`config.mk`:
```
export PLATFORM = sky130hd
export DESIGN_NAME = cache_fill_ctrl_flat
export DESIGN_NICKNAME = d
export VERILOG_FILES = /design/src/rtl/cache_pkg.sv /design/src/rtl/cache_fill_ctrl_if.sv /design/src/rtl/cache_fill_fsm.sv /design/src/rtl/cache_fill_ctrl.sv /design/src/flat_wrapper.sv
export SDC_FILE = /design/constraint.sdc
export NUM_CORES = 1
export LEC_CHECK = 0
export CELL_PAD_IN_SITES_DETAIL_PLACEMENT = 1
export CELL_PAD_IN_SITES_GLOBAL_PLACEMENT = 1
export CORE_UTILIZATION = 35
export CTS_CLUSTER_SIZE = 30
export DETAILED_ROUTE_END_ITERATION = 8
export GPL_TIMING_DRIVEN = 0
export PLACE_DENSITY_LB_ADDON = 0.1
export SYNTH_ARGS = -nofsm -noshare
export SYNTH_HDL_FRONTEND = slang
export SYNTH_HIERARCHICAL = 1
export SYNTH_SLANG_ARGS = --single-unit
```
`constraint.sdc`:
```
create_clock -name clk_i -period 2.16 [get_ports clk_i]
set_input_delay 0.432 -clock clk_i [delete_from_list [all_inputs] [get_ports clk_i]]
set_output_delay 0.432 -clock clk_i [all_outputs]
set_load 0.01 [all_outputs]
```
`src/rtl/cache_pkg.sv`:
```
// Shared constants and FSM state encoding for the cache line-fill controller.
package cache_pkg;

   localparam int unsigned DATA_WIDTH  = 8;
   localparam int unsigned ADDR_BITS   = 15;
   localparam int unsigned OFFSET_BITS = 5;
   localparam int unsigned BANK_BITS   = 2;
   localparam int unsigned LINE_BYTES  = 32;
   localparam int unsigned NUM_BANKS   = 4;

   typedef enum logic [1:0] {
      IDLE,
      READ,
      WRITE,
      DONE
   } fill_state_e;

endpackage

```
`src/rtl/cache_fill_ctrl_if.sv`:
```
// External SRAM read port of the fill controller: request/address out, ack/data back.
interface cache_fill_ctrl_if #(
   parameter int unsigned ADDR_BITS  = 15,
   parameter int unsigned DATA_WIDTH = 8
) ();

   logic                  sram_rd_o;
   logic [ADDR_BITS-1:0]  sram_addr_o;
   logic                  sram_ack_i;
   logic [DATA_WIDTH-1:0] sram_data_i;

   modport master (
      output sram_rd_o,
      output sram_addr_o,
      input  sram_ack_i,
      input  sram_data_i
   );

   modport slave (
      input  sram_rd_o,
      input  sram_addr_o,
      output sram_ack_i,
      output sram_data_i
   );

endinterface

```
`src/rtl/cache_fill_fsm.sv`:
```
// Fill sequencer: state register, byte offset counter and ack watchdog.
// Build macro CACHE_FILL_TIMEOUT_EN enables the watchdog abort out of READ.
module cache_fill_fsm #(
   parameter int unsigned OFFSET_BITS    = 5,
   parameter int unsigned TIMEOUT_CYCLES = 255
) (
   input  logic                    clk_i,
   input  logic                    reset_i,
   input  logic                    fill_req,
   input  logic                    ack,
   output cache_pkg::fill_state_e  state_q,
   output cache_pkg::fill_state_e  state_d,
   output logic [OFFSET_BITS-1:0]  offset_q,
   output logic [OFFSET_BITS-1:0]  offset_d,
   output logic                    timeout
);

   import cache_pkg::*;

   logic wd_expired;

`ifdef CACHE_FILL_TIMEOUT_EN
   logic [7:0] wait_q;

   // Held at zero outside READ, so every entry into READ starts a fresh count.
   always_ff @(posedge clk_i) begin
      if (!reset_i) begin
         wait_q <= '0;
      end else if (state_q != READ) begin
         wait_q <= '0;
      end else if (!ack) begin
         wait_q <= wait_q + 8'd1;
      end
   end

   assign wd_expired = (wait_q == 8'(TIMEOUT_CYCLES - 1));
`else
   logic unused_timeout_cfg;

   assign unused_timeout_cfg = (TIMEOUT_CYCLES == 0);
   assign wd_expired         = 1'b0;
`endif

   always_ff @(posedge clk_i) begin
      if (!reset_i) begin
         state_q  <= IDLE;
         offset_q <= '0;
      end else begin
         state_q  <= state_d;
         offset_q <= offset_d;
      end
   end

   always_comb begin
      state_d  = state_q;
      offset_d = offset_q;
      timeout  = 1'b0;
      case (state_q)
         IDLE: begin
            if (fill_req) begin
               state_d  = READ;
               offset_d = '0;
            end
         end
         READ: begin
            if (ack) begin
               state_d = WRITE;
            end else if (wd_expired) begin
               state_d = IDLE;
               timeout = 1'b1;
            end
         end
         WRITE: begin
            if (offset_q == '1) begin
               state_d = DONE;
            end else begin
               state_d  = READ;
               offset_d = offset_q + OFFSET_BITS'(1);
            end
         end
         DONE:    state_d = IDLE;
         default: state_d = IDLE;
      endcase
   end

endmodule

```
`src/rtl/cache_fill_ctrl.sv`:
```
// Cache line-fill controller: copies one 32-byte line from SRAM into a cache bank.
// Build macro CACHE_FILL_TIMEOUT_EN enables the SRAM ack watchdog (fill_err_o).
module cache_fill_ctrl #(
   parameter int unsigned DATA_WIDTH     = cache_pkg::DATA_WIDTH,
   parameter int unsigned ADDR_BITS      = cache_pkg::ADDR_BITS,
   parameter int unsigned OFFSET_BITS    = cache_pkg::OFFSET_BITS,
   parameter int unsigned BANK_BITS      = cache_pkg::BANK_BITS,
   parameter int unsigned TIMEOUT_CYCLES = 255
) (
   input  logic                              clk_i,
   input  logic                              reset_i,
   input  logic                              fill_req_i,
   input  logic [ADDR_BITS-OFFSET_BITS-1:0]  fill_line_i,
   output logic                              fill_busy_o,
   output logic                              fill_done_o,
   output logic                              fill_err_o,
   output logic [(2**BANK_BITS)-1:0]         bank_valid_o,
   cache_fill_ctrl_if.master                 sram,
   output logic [OFFSET_BITS-1:0]            write_address,
   output logic [DATA_WIDTH-1:0]             write_data,
   output logic [BANK_BITS-1:0]              bank_i_select,
   output logic                              bank_enable
);

   import cache_pkg::*;

   localparam int unsigned LINE_BITS = ADDR_BITS - OFFSET_BITS;

   fill_state_e            state_q;
   fill_state_e            state_d;
   logic [OFFSET_BITS-1:0] offset_q;
   logic [OFFSET_BITS-1:0] offset_d;
   logic                   timeout;
   logic [LINE_BITS-1:0]   line_q;
   logic                   start;
   logic                   take;

   cache_fill_fsm #(
      .OFFSET_BITS    (OFFSET_BITS),
      .TIMEOUT_CYCLES (TIMEOUT_CYCLES)
   ) u_fsm (
      .clk_i    (clk_i),
      .reset_i  (reset_i),
      .fill_req (fill_req_i),
      .ack      (sram.sram_ack_i),
      .state_q  (state_q),
      .state_d  (state_d),
      .offset_q (offset_q),
      .offset_d (offset_d),
      .timeout  (timeout)
   );

   assign start = (state_q == IDLE) && fill_req_i;
   assign take  = (state_q == READ) && sram.sram_ack_i;

   // Outputs are registered from the next state so they line up with the state register.
   always_ff @(posedge clk_i) begin
      if (!reset_i) begin
         fill_busy_o      <= 1'b0;
         fill_done_o      <= 1'b0;
         fill_err_o       <= 1'b0;
         bank_valid_o     <= '0;
         sram.sram_rd_o   <= 1'b0;
         sram.sram_addr_o <= '0;
         write_address    <= '0;
         write_data       <= '0;
         bank_i_select    <= '0;
         bank_enable      <= 1'b0;
         line_q           <= '0;
      end else begin
         fill_busy_o    <= (state_d != IDLE);
         fill_done_o    <= (state_d == DONE);
         fill_err_o     <= timeout;
         sram.sram_rd_o <= (state_d == READ);
         bank_enable    <= take;

         if (start) begin
            line_q                                  <= fill_line_i;
            bank_i_select                           <= fill_line_i[BANK_BITS-1:0];
            bank_valid_o[fill_line_i[BANK_BITS-1:0]] <= 1'b0;
            sram.sram_addr_o                        <= {fill_line_i, offset_d};
         end else if (state_d == READ) begin
            sram.sram_addr_o <= {line_q, offset_d};
         end

         if (state_d == DONE) begin
            bank_valid_o[bank_i_select] <= 1'b1;
         end

         if (take) begin
            write_data    <= sram.sram_data_i;
            write_address <= offset_q;
         end
      end
   end

endmodule

```
`src/flat_wrapper.sv`:
```
// flat-port wrapper written by rule: the top's interface ports become plain ports
module cache_fill_ctrl_flat import cache_pkg::*;
#(
   parameter int unsigned DATA_WIDTH     = cache_pkg::DATA_WIDTH,
   parameter int unsigned ADDR_BITS      = cache_pkg::ADDR_BITS,
   parameter int unsigned OFFSET_BITS    = cache_pkg::OFFSET_BITS,
   parameter int unsigned BANK_BITS      = cache_pkg::BANK_BITS,
   parameter int unsigned TIMEOUT_CYCLES = 255
)
  (clk_i, reset_i, fill_req_i, fill_line_i, fill_busy_o, fill_done_o, fill_err_o, bank_valid_o, write_address, write_data, bank_i_select, bank_enable, sram_sram_rd_o, sram_sram_addr_o, sram_sram_ack_i, sram_sram_data_i);
  cache_fill_ctrl_if #(.ADDR_BITS(ADDR_BITS), .DATA_WIDTH(DATA_WIDTH)) sram_i ();
  input  logic clk_i;
  input  logic reset_i;
  input  logic fill_req_i;
  input  logic [ADDR_BITS-OFFSET_BITS-1:0] fill_line_i;
  output logic fill_busy_o;
  output logic fill_done_o;
  output logic fill_err_o;
  output logic [(2**BANK_BITS)-1:0] bank_valid_o;
  output logic [OFFSET_BITS-1:0] write_address;
  output logic [DATA_WIDTH-1:0] write_data;
  output logic [BANK_BITS-1:0] bank_i_select;
  output logic bank_enable;
  output wire logic [$bits(sram_i.sram_rd_o)-1:0] sram_sram_rd_o;
  output wire logic [$bits(sram_i.sram_addr_o)-1:0] sram_sram_addr_o;
  input wire logic [$bits(sram_i.sram_ack_i)-1:0] sram_sram_ack_i;
  input wire logic [$bits(sram_i.sram_data_i)-1:0] sram_sram_data_i;
  assign sram_sram_rd_o = sram_i.sram_rd_o;
  assign sram_sram_addr_o = sram_i.sram_addr_o;
  assign sram_i.sram_ack_i = sram_sram_ack_i;
  assign sram_i.sram_data_i = sram_sram_data_i;
  cache_fill_ctrl #(.DATA_WIDTH(DATA_WIDTH), .ADDR_BITS(ADDR_BITS), .OFFSET_BITS(OFFSET_BITS), .BANK_BITS(BANK_BITS), .TIMEOUT_CYCLES(TIMEOUT_CYCLES)) u_core (.clk_i(clk_i), .reset_i(reset_i), .fill_req_i(fill_req_i), .fill_line_i(fill_line_i), .fill_busy_o(fill_busy_o), .fill_done_o(fill_done_o), .fill_err_o(fill_err_o), .bank_valid_o(bank_valid_o), .sram(sram_i), .write_address(write_address), .write_data(write_data), .bank_i_select(bank_i_select), .bank_enable(bank_enable));
endmodule
```
* Yosys cells after proc, flatten, opt, wreduce, memory -nomap -nowiden
Cells that the tools add are included.
** Storage, ports and cells
- Bits in registers :: 55
- Bits of input ports :: 22
- Logic and storage cells :: 49
** Cells by class
- Add/subtract/negate cells :: 1
- Order comparisons :: 4
- Eq/ne operators :: 6
- Multiplexer cells :: 16
- Bitwise gates (word level) :: 3
- Reductions and logical operators :: 7
** Operators with widths (count)
- $mux 15 :: 2
- $mux 4 :: 3
- $mux 5 :: 2
- $pmux 5 s2 :: 1
- $pmux 2 s4 :: 1
- $eq 2x2->1 const B :: 3
- $lt 2x3->1 const B :: 2
- $mux 2 :: 3
- $add 5x1->5 const B :: 1
- $eq 5x5->1 const B :: 1
- $and 4x4->4 :: 1
- $demux 1 s2 :: 2
- $eq 2x1->1 const B :: 2
- $ge 2x1->1 const B :: 2
- $logic_and 1x1->1 :: 4
- $not 4->4 :: 1
- $or 4x4->4 :: 1
- $reduce_bool 2->1 :: 2
- $logic_not 2->1 :: 1
- $mux 1 :: 2

* Depth between registers and ports, before layout
Gate-level depths: netlist (run 1).
- Depth after elaboration :: 10
- Gate-level depth with buffers :: 7
- Gate-level depth less buffers :: 7

* Modules after synthesis
Netlist (run 1), hierarchy kept.
** Modules (own cells, without submodules)
- cache_fill_ctrl :: instances 1, cells each 202, area each 1819.2 um^2, sequential area each 940.9 um^2
- cache_fill_fsm :: instances 1, cells each 52, area each 459.2 um^2, sequential area each 140.1 um^2

* Worst setup path after synthesis (run 1)
Ideal clock, no wire load.
- Kind :: register to register
- From :: register u_core.u_fsm.offset_q[0]
- To :: register u_core.sram.sram_addr_o[10]
- Setup time :: 0.122 ns
- Data arrival time :: 1.623 ns
- Setup slack :: 0.416 ns
- Stages on the path, launching flop included :: 8
- Period minus slack after synthesis :: 1.744 ns
- Path through :: dfxtp_1 -> ha_1 -> nand4_1 -> o22ai_1 -> and2b_1 -> buf_2 -> mux2i_1 -> a21oi_1
** Between the ends
- Word-level cells in the longest chain between the ends :: 5
** RTL lines
- start, declared :: line cache_fill_fsm.sv:13 : output logic [OFFSET_BITS-1:0] offset_q,
- start signal, assigned :: line cache_fill_fsm.sv:50 : offset_q <= offset_d;
- $eq 5x5->1 :: line cache_fill_fsm.sv:74 : if (offset_q == '1) begin
- $mux 2 :: line cache_fill_fsm.sv:74
- $pmux 2 s4 :: line cache_fill_fsm.sv:58 : case (state_q)
- named net u_core.state_d[1] :: line cache_fill_ctrl.sv:30 : fill_state_e state_d;
- $eq 2x1->1 :: line cache_fill_ctrl.sv:82 : end else if (state_d == READ) begin
- $reduce_bool 2->1 (no source line)
- end signal, assigned :: line cache_fill_ctrl.sv:81 : sram.sram_addr_o <= {fill_line_i, offset_d};
- end signal, assigned :: line cache_fill_ctrl.sv:83 : sram.sram_addr_o <= {line_q, offset_d};
- end, declared :: line cache_fill_ctrl_if.sv:14 : output sram_addr_o,
The timed path passes the listed nets, and every way through them passes these cells.
A chain may end at the register's enable or synchronous reset.

* Worst setup path in the final report (run 1)
- From :: input port fill_req_i
- To :: register u_core.sram.sram_addr_o[6]
** Between the ends
- Word-level cells in the longest chain between the ends :: 4
- Elaborated cells on any way between the ends :: 6
- Those cells by class :: eq/ne: 1; mux: 3; reduce/logical: 2
** RTL lines
- start, declared :: line flat_wrapper.sv:14 : input logic fill_req_i;
- $mux 2 :: line cache_fill_fsm.sv:60 : if (fill_req) begin
- $pmux 2 s4 :: line cache_fill_fsm.sv:58
- named net u_core.state_d[0] :: line cache_fill_ctrl.sv:30
- $eq 2x1->1 :: line cache_fill_ctrl.sv:82
- $reduce_bool 2->1 (no source line)
The timed path passes the listed nets, and every way through them passes these cells.

==> metrics.txt, run 1 <==
outcome=finished clean; Post-Place Setup Slack=-0.168 ns; input/output buffers=60; vias in the first global route=1819; CTS tree=done; Hold WS=around 0.46 ns; initial antenna violation count=0; Crit path buffers/inverters=2; fmax=approximately 500 MHz; Setup Skew=0.00798 ns; CTS Buffer Depth=2; Slew Viols, Final=0; max-cap violations=0; leading cell types by count after synthesis=nand2_1 (63), dfxtp_1 (54), mux2i_1 (16), a21boi_0 (12), a21boi_1 (12); Power Density=636 nW/um2; die height=82.7 um; first-pass GRT wire length=8880 um; clock slew at reported path FFs=0.10 ns; top_reg_cell synth=dfxtp_1; cells along the critical path=clkdlybuf4s50_1, o21bai_2, o21ai_1, and2b_1, clkbuf_4, mux2i_1, a21oi_1; starting density of the core=0.361; Final Setup Violations=0; Synth top area share=0.474; Crit-path slowest cell=clkdlybuf4s50_1; Hold Vio Cnt, Final=0; count leader, synth=nand2_1; row count=29; Post-synth EDFFs=0; post-CTS setup buffers=0; TritonCTS Sinks=54; setup_tns=0 ns; post-layout util=0.488; share of cells above drive strength 1=0.102; Top delay family on crit path=buffers and inverters; grt met1 use=0.232; P_leak=1.17 nW; gr usage total=0.174; Mapped Avg Cell Area=8.97 um2; GRT overflow=0; Synth Warn #=6; busiest layer in global routing=met2; Layout Cells excl Fill=399; Cells after Synth=254; drt wl/cell=between 10 and 15 um; DR DRC count=0; Area after DPL=2980 um2; Vias/cell=4.91; Post-Syn Nets=277; CTS buffer count=5; initial DRC count=40; minimum clock period=2.01 ns; Nets=344; Die W=a little over 80 um; worst vdd ir=0.309 mV; RSZ-0062 raised after global routing=false; sequential fraction of the synthesis area=0.474; setup ws final=~0.15 ns; met3 Usage GRT=0.0363; largest net degree at the start of global routing=17; H-tree levels=2; Yosys reg bits=54; Tcrit/Tclk final=0.931; Worst Path Max Fanout=10; CTS root buffer=clkbuf_8; CP endpoint kind=register; Worst Path Class, Setup=in -> reg; HPWL after DPL=between 3000 and 4000 um; Die ar.=6840 um2; Detailed Routing Iterations Pass 1=4; Core Box Area=6310 um2; worst-skew pair later-pin latency=around 0.31 ns; n_diodes=0; DRT antenna net count=0; Worst EP required=2.37 ns; Worst Path Arrival=2.22 ns; Design Area, Final=3080 um2; met2 usage=0.280; critical path startpoint category=primary input; placed cell count=between 300 and 400; Layout area overhead=35.2%; total power=1.96 mW; post-synth top area cell=dfxtp_1; Crit path largest cell delay=0.53 ns; Netlist cell types=44; IO Pins=between 60 and 70; RePlAce Congestion=roughly 0.76; Worst Hold Class=reg -> reg; Post-Syn Area=2280 um2; asr flop ratio synth=0; WL final=5640 um; Vias=approximately 2000; ranking of synthesized cells by area=dfxtp_1 (47%), nand2_1 (10%), mux2i_1 (7.0%)
[worst paths after layout]
check / start / to / slack (ns) / cells past startpoint
setup / recovery: fill_req_i / u_core/sram.sram_addr_o[6] / 0.15 / 7
hold / removal: u_core/line_q[3] / u_core/line_q[3] / 0.46 / 2
setup reg to reg: u_core/u_fsm/state_q[1] / u_core/sram.sram_addr_o[6] / 0.16 / 7
hold reg to reg: u_core/line_q[3] / u_core/line_q[3] / 0.46 / 2
[sequential cells by signal, summed over array words and instances, names as in the netlist]
register and count:
u_core/u_fsm/state_q 2, u_core/bank_i_select 1, u_core/write_address 5, u_core/fill_busy_o 1, u_core/sram.sram_rd_o 1, u_core/sram.sram_addr_o 15
u_core/fill_done_o 1, u_core/u_fsm/offset_q 5, u_core/bank_valid_o 4, u_core/write_data 8, u_core/fill_err_o 1, u_core/line_q 9
u_core/bank_enable 1
[routing by layer]
metal / vias up / routed length [um]
met4: 0 / 68
met3: 6 / 259
met2: 45 / 2460
met1: 904 / 2850
li1: 1006 / -
met5: - / 0
[power by group]
| group | internal (mW) | switching, mW | total [mW] |
|---|---|---|---|
| sequential | 1.04 | 0.0312 | 1.07 |
| combinational | 0.168 | 0.153 | 0.321 |
| clock | 0.230 | 0.336 | 0.566 |
| total | 1.44 | 0.521 | 1.96 |
[cell usage in the layout (no fill, tap or decap), types with 3 or more instances in the layout]
master	count
nand2_1	63
clkdlybuf4s50_1	60
dfxtp_1	52
mux2i_1	16
a21boi_0	12
a21boi_1	12
o21ai_1	11
a21oi_1	11
clkbuf_1	8
buf_2	7
nand3_1	7
and2_1	7
clkbuf_8	5
buf_4	4
inv_1	3
[final cells by class]
cell class	count	area, um2
Fill cell	758	3230
Sequential cell	54	1080
Clock buffer	6	72.6
Clock inverter	2	13.8
Inverter	4	15.0
Buffer	19	98.8
Tap cell	77	96.3
Multi-Input combinational cell	177	1100
Timing Repair Buffer	60	601
[cell families (layout without fill, tap and decap cells)]
| logic type | Yosys count | count (layout) | share of synthesized area |
|---|---|---|---|
| buffers and inverters | 23 | 91 | 0.0489 |
| AOI/OAI and AO/OA | 64 | 64 | 0.197 |
| and+or+nand+nor | 95 | 95 | 0.202 |
| other | 1 | 1 | 0.00165 |
| adders and majority gates | 1 | 1 | 0.00549 |
| muxes | 16 | 16 | 0.0703 |
| DFF | 54 | 54 | 0.474 |
[worst reg2reg max path, cell delays in order (launching register included)]
cell and delay, ns:
dfxtp_2 0.38, buf_4 0.18, nand2b_1 0.17, o21ai_1 0.25, and2b_1 0.29, clkbuf_4 0.30, mux2i_1 0.24, a21oi_1 0.09
[repair_timing]
item / in CTS / in global routing
gates resized for setup: 0 / 6
endpoints found under the setup margin: 0 / 14
hold buffers: 0 / 0
endpoints found under the hold margin: 0 / 0
Note: power is estimated with default switching activity, not from simulation.
==> run 2, diff against run 1 <==
--- a/config.mk
+++ b/config.mk
@@ -7,6 +7,7 @@
 export LEC_CHECK = 0
 export CELL_PAD_IN_SITES_DETAIL_PLACEMENT = 1
 export CELL_PAD_IN_SITES_GLOBAL_PLACEMENT = 1
+export CORE_MARGIN = 8
 export CORE_UTILIZATION = 35
 export CTS_CLUSTER_SIZE = 30
 export DETAILED_ROUTE_END_ITERATION = 8
==> run 2 against run 1 <==
  * Die area is 37% higher
  * Total power rose by 2.6%
  * Global-route usage fell by 4.8 points
  * Combinational power barely moved
  * Non-clock buffer count stayed put
  * Final area is essentially flat
  * Largest power group unchanged
  * Register-to-register slack about the same
==> metrics.txt, run 2 (synthesis results as in run 1) <==
Clock power frac=0.308 (+0.019); worst-skew pair later-pin latency=0.31 ns (about the same); switch share=0.278 (+0.0125); WL final=6030 um (+7.0%); Die ar.=9350 um2 (+37%); Crit path buffers/inverters=0 (-2); Tcrit/Tclk final=0.920 (-0.0114); DRT antenna net count=0 (unchanged); initial antenna violation count=0 (unchanged); GRT overflow=0 (unchanged); initial DRC count=59 (+48%); Worst Path Class, Setup=reg -> reg; n_diodes=0 (unchanged); drt wl/cell=15.1 um (+7.0%); Worst Path Arrival=2.23 ns (about the same); R2R setup slack=0.17 ns (about the same); Detailed Routing Iterations Pass 1=4 (unchanged); first-pass GRT wire length=10000 um (+13%); outcome=finished clean; Slew Viols, Final=0 (unchanged); critical path startpoint category=register; CP endpoint kind=register; Crit path largest cell delay=0.45 ns (-0.08 ns); Die W=96.7 um (+17%); DR DRC count=0 (unchanged); Switch Pwr=0.559 mW (+7.5%); IO Pins=61 (unchanged); Hold Vio Cnt, Final=0 (unchanged); worst vdd ir=0.314 mV (+1.5%); most common cell after layout, fill and taps aside=nand2_1; minimum clock period=1.99 ns (-0.0245 ns); Vias/cell=4.96 (+0.92%); input/output buffers=60 (unchanged); RSZ-0062 raised after global routing=false; setup ws final=0.173 ns (+0.0245 ns); Post-Place Setup Slack=-0.178 ns (-0.0103 ns); Layout area overhead=35.3% (about the same); row count=29 (unchanged); total power=2.01 mW (+2.6%); share of cells above drive strength 1=0.102 (unchanged); max-cap violations=0 (unchanged); Fillers=762 (+0.53%); sequential power share=0.534 (-0.013); Power Density=652 nW/um2 (+2.6%); TritonCTS Sinks=54 (unchanged); CTS buffer count=5 (unchanged); cells along the critical path=ha_1, nand4_1, o22ai_2, and2b_1, nor2_2, mux2i_1; top flop regs=u_core/sram.sram_addr_o: 15 flops, u_core/line_q: 9 flops, u_core/write_data: 8 flops; largest net degree at the start of global routing=20 (+3); Crit-path slowest cell=dfxtp_1; Setup Skew=0.0103 ns (+0.00234 ns); commonest non-fill, non-tap cells in the layout=nand2_1 (63), clkdlybuf4s50_1 (60), dfxtp_1 (52), mux2i_1 (16); Top delay family on crit path=simple AND/OR/NAND/NOR gates; Core Box Area=6310 um2 (unchanged); Vias=1979 (+0.92%); H-tree levels=2 (unchanged); vias in the first global route=2051 (+13%); total internal power=1.45 mW (+0.86%); Comb power frac=0.159 (-0.005); Biggest register=u_core/sram.sram_addr_o; CTS root buffer=clkbuf_8; starting density of the core=0.361 (unchanged); RePlAce Congestion=0.791 (+3.5%); P_leak=1.18 nW (+0.61%); Worst Path Max Fanout=6 (-4); clock slew at reported path FFs=0.11 ns (about the same); Final Setup Violations=0 (unchanged); HPWL after DPL=4500 um (+14%); Worst Hold Class=reg -> reg; fmax=503 MHz (+1.2%); Nets=344 (unchanged); post-CTS setup buffers=0 (unchanged); Worst EP required=2.40 ns (+0.03 ns); die height=96.7 um (+17%); CTS tree=done; max reg flops=15 (unchanged); CTS Buffer Depth=2 (unchanged); gr usage total=0.126 (-0.0484); setup_tns=0 ns (unchanged)
-- run 2: tightest hold or removal path, cell delays in order, from the launching register on --
cell	delay, ns
dfxtp_1	0.33
nand2_1	0.05
a21boi_1	0.05
-- run 2: routing by layer --
metal	up-vias	GRT usage	wire length [um]
met5	-	0	0
met4	0	0.0355	42
met3	4	0.0363	326
met2	42	0.202	2650
met1	932	0.159	3010
li1	1001	-	-
-- run 2: timing repair --
| action | 4_1_cts | 5_1_grt |
|---|---|---|
| resized for setup | 0 | 3 |
| endpoints found under the setup margin | 0 | 14 |
| hold buffers | 0 | 0 |
-- run 2: through the flow --
stage,std cells,hold WS (ns),instance area [um2],util
detailed placement,391,0.448,2980,0.471
finish,399,0.461,3080,0.488
global placement,391,0.445,2980,0.471
floorplan,254,0.435,2280,-
CTS,399,0.463,3070,0.487
global route,399,0.482,3080,0.488
-- run 2: path summary, 6_finish.rpt --
kind	from	end	depth (start not counted)
hold / removal	u_core/line_q[8]	u_core/line_q[8]	2
hold reg to reg	u_core/line_q[8]	u_core/line_q[8]	2
setup / recovery	u_core/u_fsm/offset_q[0]	u_core/sram.sram_addr_o[4]	6
setup reg to reg	u_core/u_fsm/offset_q[0]	u_core/sram.sram_addr_o[4]	6
-- run 2: area by class of cell --
type | count | area, um2 | area share
Buffer | 19 | 96.3 | 0.0313
Clock buffer | 5 | 68.8 | 0.0223
Clock inverter | 3 | 28.8 | 0.00934
Inverter | 4 | 15.0 | 0.00487
Multi-Input combinational cell | 177 | 1090 | 0.354
Sequential cell | 54 | 1080 | 0.352
Tap cell | 77 | 96.3 | 0.0313
Timing Repair Buffer | 60 | 601 | 0.195
-- run 2: power groups by stage --
| stage | Sequential, mW | Clock, mW | Combinational (mW) |
|---|---|---|---|
| 2_1_floorplan | 1.10 | 0 | 0.153 |
| 3_3_place_gp | 1.10 | 0 | 0.319 |
| 3_5_place_dp | 1.10 | 0 | 0.323 |
| 4_1_cts | 1.07 | 0.641 | 0.324 |
| 5_1_grt | 1.08 | 0.679 | 0.348 |
| 6_report | 1.07 | 0.619 | 0.319 |
==> run 3, diff against run 2 <==
--- a/config.mk
+++ b/config.mk
@@ -11,7 +11,6 @@
 export CORE_UTILIZATION = 35
 export CTS_CLUSTER_SIZE = 30
 export DETAILED_ROUTE_END_ITERATION = 8
-export GPL_TIMING_DRIVEN = 0
 export PLACE_DENSITY_LB_ADDON = 0.1
 export SYNTH_ARGS = -nofsm -noshare
 export SYNTH_HDL_FRONTEND = slang
==> run 3 against run 2 <==
  * Die area unchanged
  * First-iteration DRC count up 15%
  * Clock skew down 0.0049 ns
  * Hold slack about the same
  * Sequential power about the same
  * Via count down 2.1%
  * Utilization down 0.24 points
  * Critical path type unchanged
  * Largest cell class unchanged
  * Largest power group unchanged
==> metrics.txt, run 3 (synthesis results as in run 1) <==
Fillers=749 (-1.7%); GRT overflow=0 (unchanged); Worst Max-Slew Pin Slew=0.562 ns; CTS tree=done; most common cell after layout, fill and taps aside=nand2_1; clock slew at reported path FFs=0.10 ns (about the same); placed cell count=382 (-2.3%); Setup crit end=u_core/sram.sram_addr_o[0]; minimum clock period=1.94 ns (-0.0441 ns); busiest layer in global routing=met2; Final Setup Violations=0 (unchanged); max_slew headroom=0.625; gr usage total=0.121 (-0.00510); Clock power frac=0.308 (about the same); DRT antenna net count=0 (unchanged); RePlAce Congestion=0.707 (-11%); max reg flops=15 (unchanged); Worst Path Max Fanout=6 (unchanged); Comb power frac=0.159 (about the same); Worst Path Class, Setup=reg -> reg; met2 usage=0.185 (-0.0161); P_leak=1.17 nW (-0.61%); row count=29 (unchanged); Core Box Area=6310 um2 (unchanged); Register-to-Register Path Depth=6 (unchanged); largest net degree at the start of global routing=31 (+55%); Worst Path Arrival=2.17 ns (-0.06 ns); vias in the first global route=1945 (-5.2%); Layout area overhead=34.6%; origin of the critical flop-to-flop path=u_core/u_fsm/offset_q[0]; total power=2.01 mW (about the same); Power Density=656 nW/um2 (+0.54%); grt met1 use=0.156 (-0.00382); worst-skew pair later-pin latency=0.30 ns (about the same); HPWL after DPL=4100 um (-8.9%); Vias=1938 (-2.1%); hold buffer count at cts=0 (unchanged); CP endpoint kind=register; RSZ-0062 raised after global routing=false; post-layout util=0.486 (-0.00238); commonest non-fill, non-tap cells in the layout=nand2_1 (63), clkdlybuf4s50_1 (59), dfxtp_1 (54), mux2i_1 (16); Worst EP required=2.39 ns (about the same); total internal power=1.51 mW (+3.9%); die height=96.7 um (unchanged); post-cts resize count=0 (unchanged); input/output buffers=60 (unchanged); sequential power share=0.533 (about the same); Crit Reg-Reg Endpoint=u_core/sram.sram_addr_o[0]; WL final=5730 um (-5.1%); met3 Usage GRT=0.0427 (+0.00640); fmax=515 MHz (+2.3%); Slew Viols, Final=0 (unchanged); post-CTS setup buffers=0 (unchanged); CTS Buffer Depth=2 (unchanged); max-cap violations=0 (unchanged); initial antenna violation count=0 (unchanged); share of cells above drive strength 1=0.0927 (-0.00983); Detailed Routing Iterations Pass 1=4 (unchanged); IO Pins=61 (unchanged); worst vdd ir=0.367 mV (+17%); critical path startpoint category=register; Vias/cell=4.97 (+0.19%); Worst Hold Class=reg -> reg; Die W=96.7 um (unchanged); TritonCTS Sinks=54 (unchanged); initial DRC count=68 (+15%); Crit. Startpoint=u_core/u_fsm/offset_q[0]; Layout Cells excl Fill=390 (-2.3%); Biggest register=u_core/sram.sram_addr_o; DR DRC count=0 (unchanged); first-pass GRT wire length=9650 um (-3.6%); outcome=finished clean; switch share=0.251 (-0.0276); Setup Skew=0.00545 ns (-0.00488 ns); starting density of the core=0.361 (unchanged); Design Area, Final=3070 um2 (-0.49%); R2R setup slack=0.22 ns (+0.04 ns); Nets=335 (-2.6%); top flop regs=u_core/sram.sram_addr_o: 15 flops, u_core/line_q: 9 flops, u_core/write_data: 8 flops; setup_tns=0 ns (unchanged); Switch Pwr=0.504 mW (-9.9%); CTS root buffer=clkbuf_8; Die ar.=9350 um2 (unchanged); H-tree levels=2 (unchanged); drt wl/cell=14.7 um (-2.9%); n_diodes=0 (unchanged); Tcrit/Tclk final=0.899 (-0.0204); Hold Vio Cnt, Final=0 (unchanged); Area after DPL=2960 um2 (-0.46%); CTS buffer count=5 (unchanged)
## run 3: cell types whose count changed in the layout (fill, tap and decap cells not counted), sizes merged
cell	previous run	this run
buf	12	11
clkbuf	12	7
clkdlybuf4s50	60	59
inv	6	4
## run 3: area by class of cell
type | instances | area (um2) | share of cell area
Tap cell | 77 | 96.3 | 0.0314
Timing Repair Buffer | 70 | 683 | 0.223
Inverter | 4 | 15.0 | 0.00490
Sequential cell | 54 | 1080 | 0.353
Clock inverter | 1 | 8.76 | 0.00286
Multi-Input combinational cell | 177 | 1090 | 0.354
Clock buffer | 7 | 96.3 | 0.0314
## run 3: worst min-delay path by stage
stage                                 start                      end  slack (ns)  depth (start not counted)
floorplan                  u_core/line_q[2]         u_core/line_q[2]        0.43                          2
global placement           u_core/line_q[4]         u_core/line_q[4]        0.45                          2
detailed placement  u_core/write_address[1]  u_core/write_address[1]        0.45                          2
CTS                        u_core/line_q[5]         u_core/line_q[5]        0.47                          2
global route        u_core/write_address[1]  u_core/write_address[1]        0.48                          2
finish                     u_core/line_q[5]         u_core/line_q[5]        0.46                          2
## run 3: worst max-delay path, stage by stage (launching register included)
cell	delay, ns
dfxtp_1	0.46
ha_1	0.32
nand4_1	0.16
o22ai_1	0.18
and2b_1	0.25
nor2_2	0.28
mux2i_1	0.22
## run 3: layer usage
metal  vias up  part of all wire
met3         5             0.058
met4         0            0.0087
li1        982                 -
met1       911              0.50
met2        40              0.44
met5         -                 0
## run 3: metrics by stage
stage,hold WS (ns),setup WS [ns]
after floorplan,0.435,0.416
after global placement,0.445,0.135
after detailed placement,0.451,0.0891
after CTS,0.466,0.217
after global routing,0.485,0.0557
final,0.461,0.218
## run 3: power groups by stage
stage	clock, mW	combinational [mW]	sequential [mW]
floorplan	0	0.153	1.10
global placement	0	0.319	1.10
detailed placement	0	0.324	1.10
CTS	0.658	0.326	1.07
global route	0.700	0.347	1.08
finish	0.619	0.319	1.07
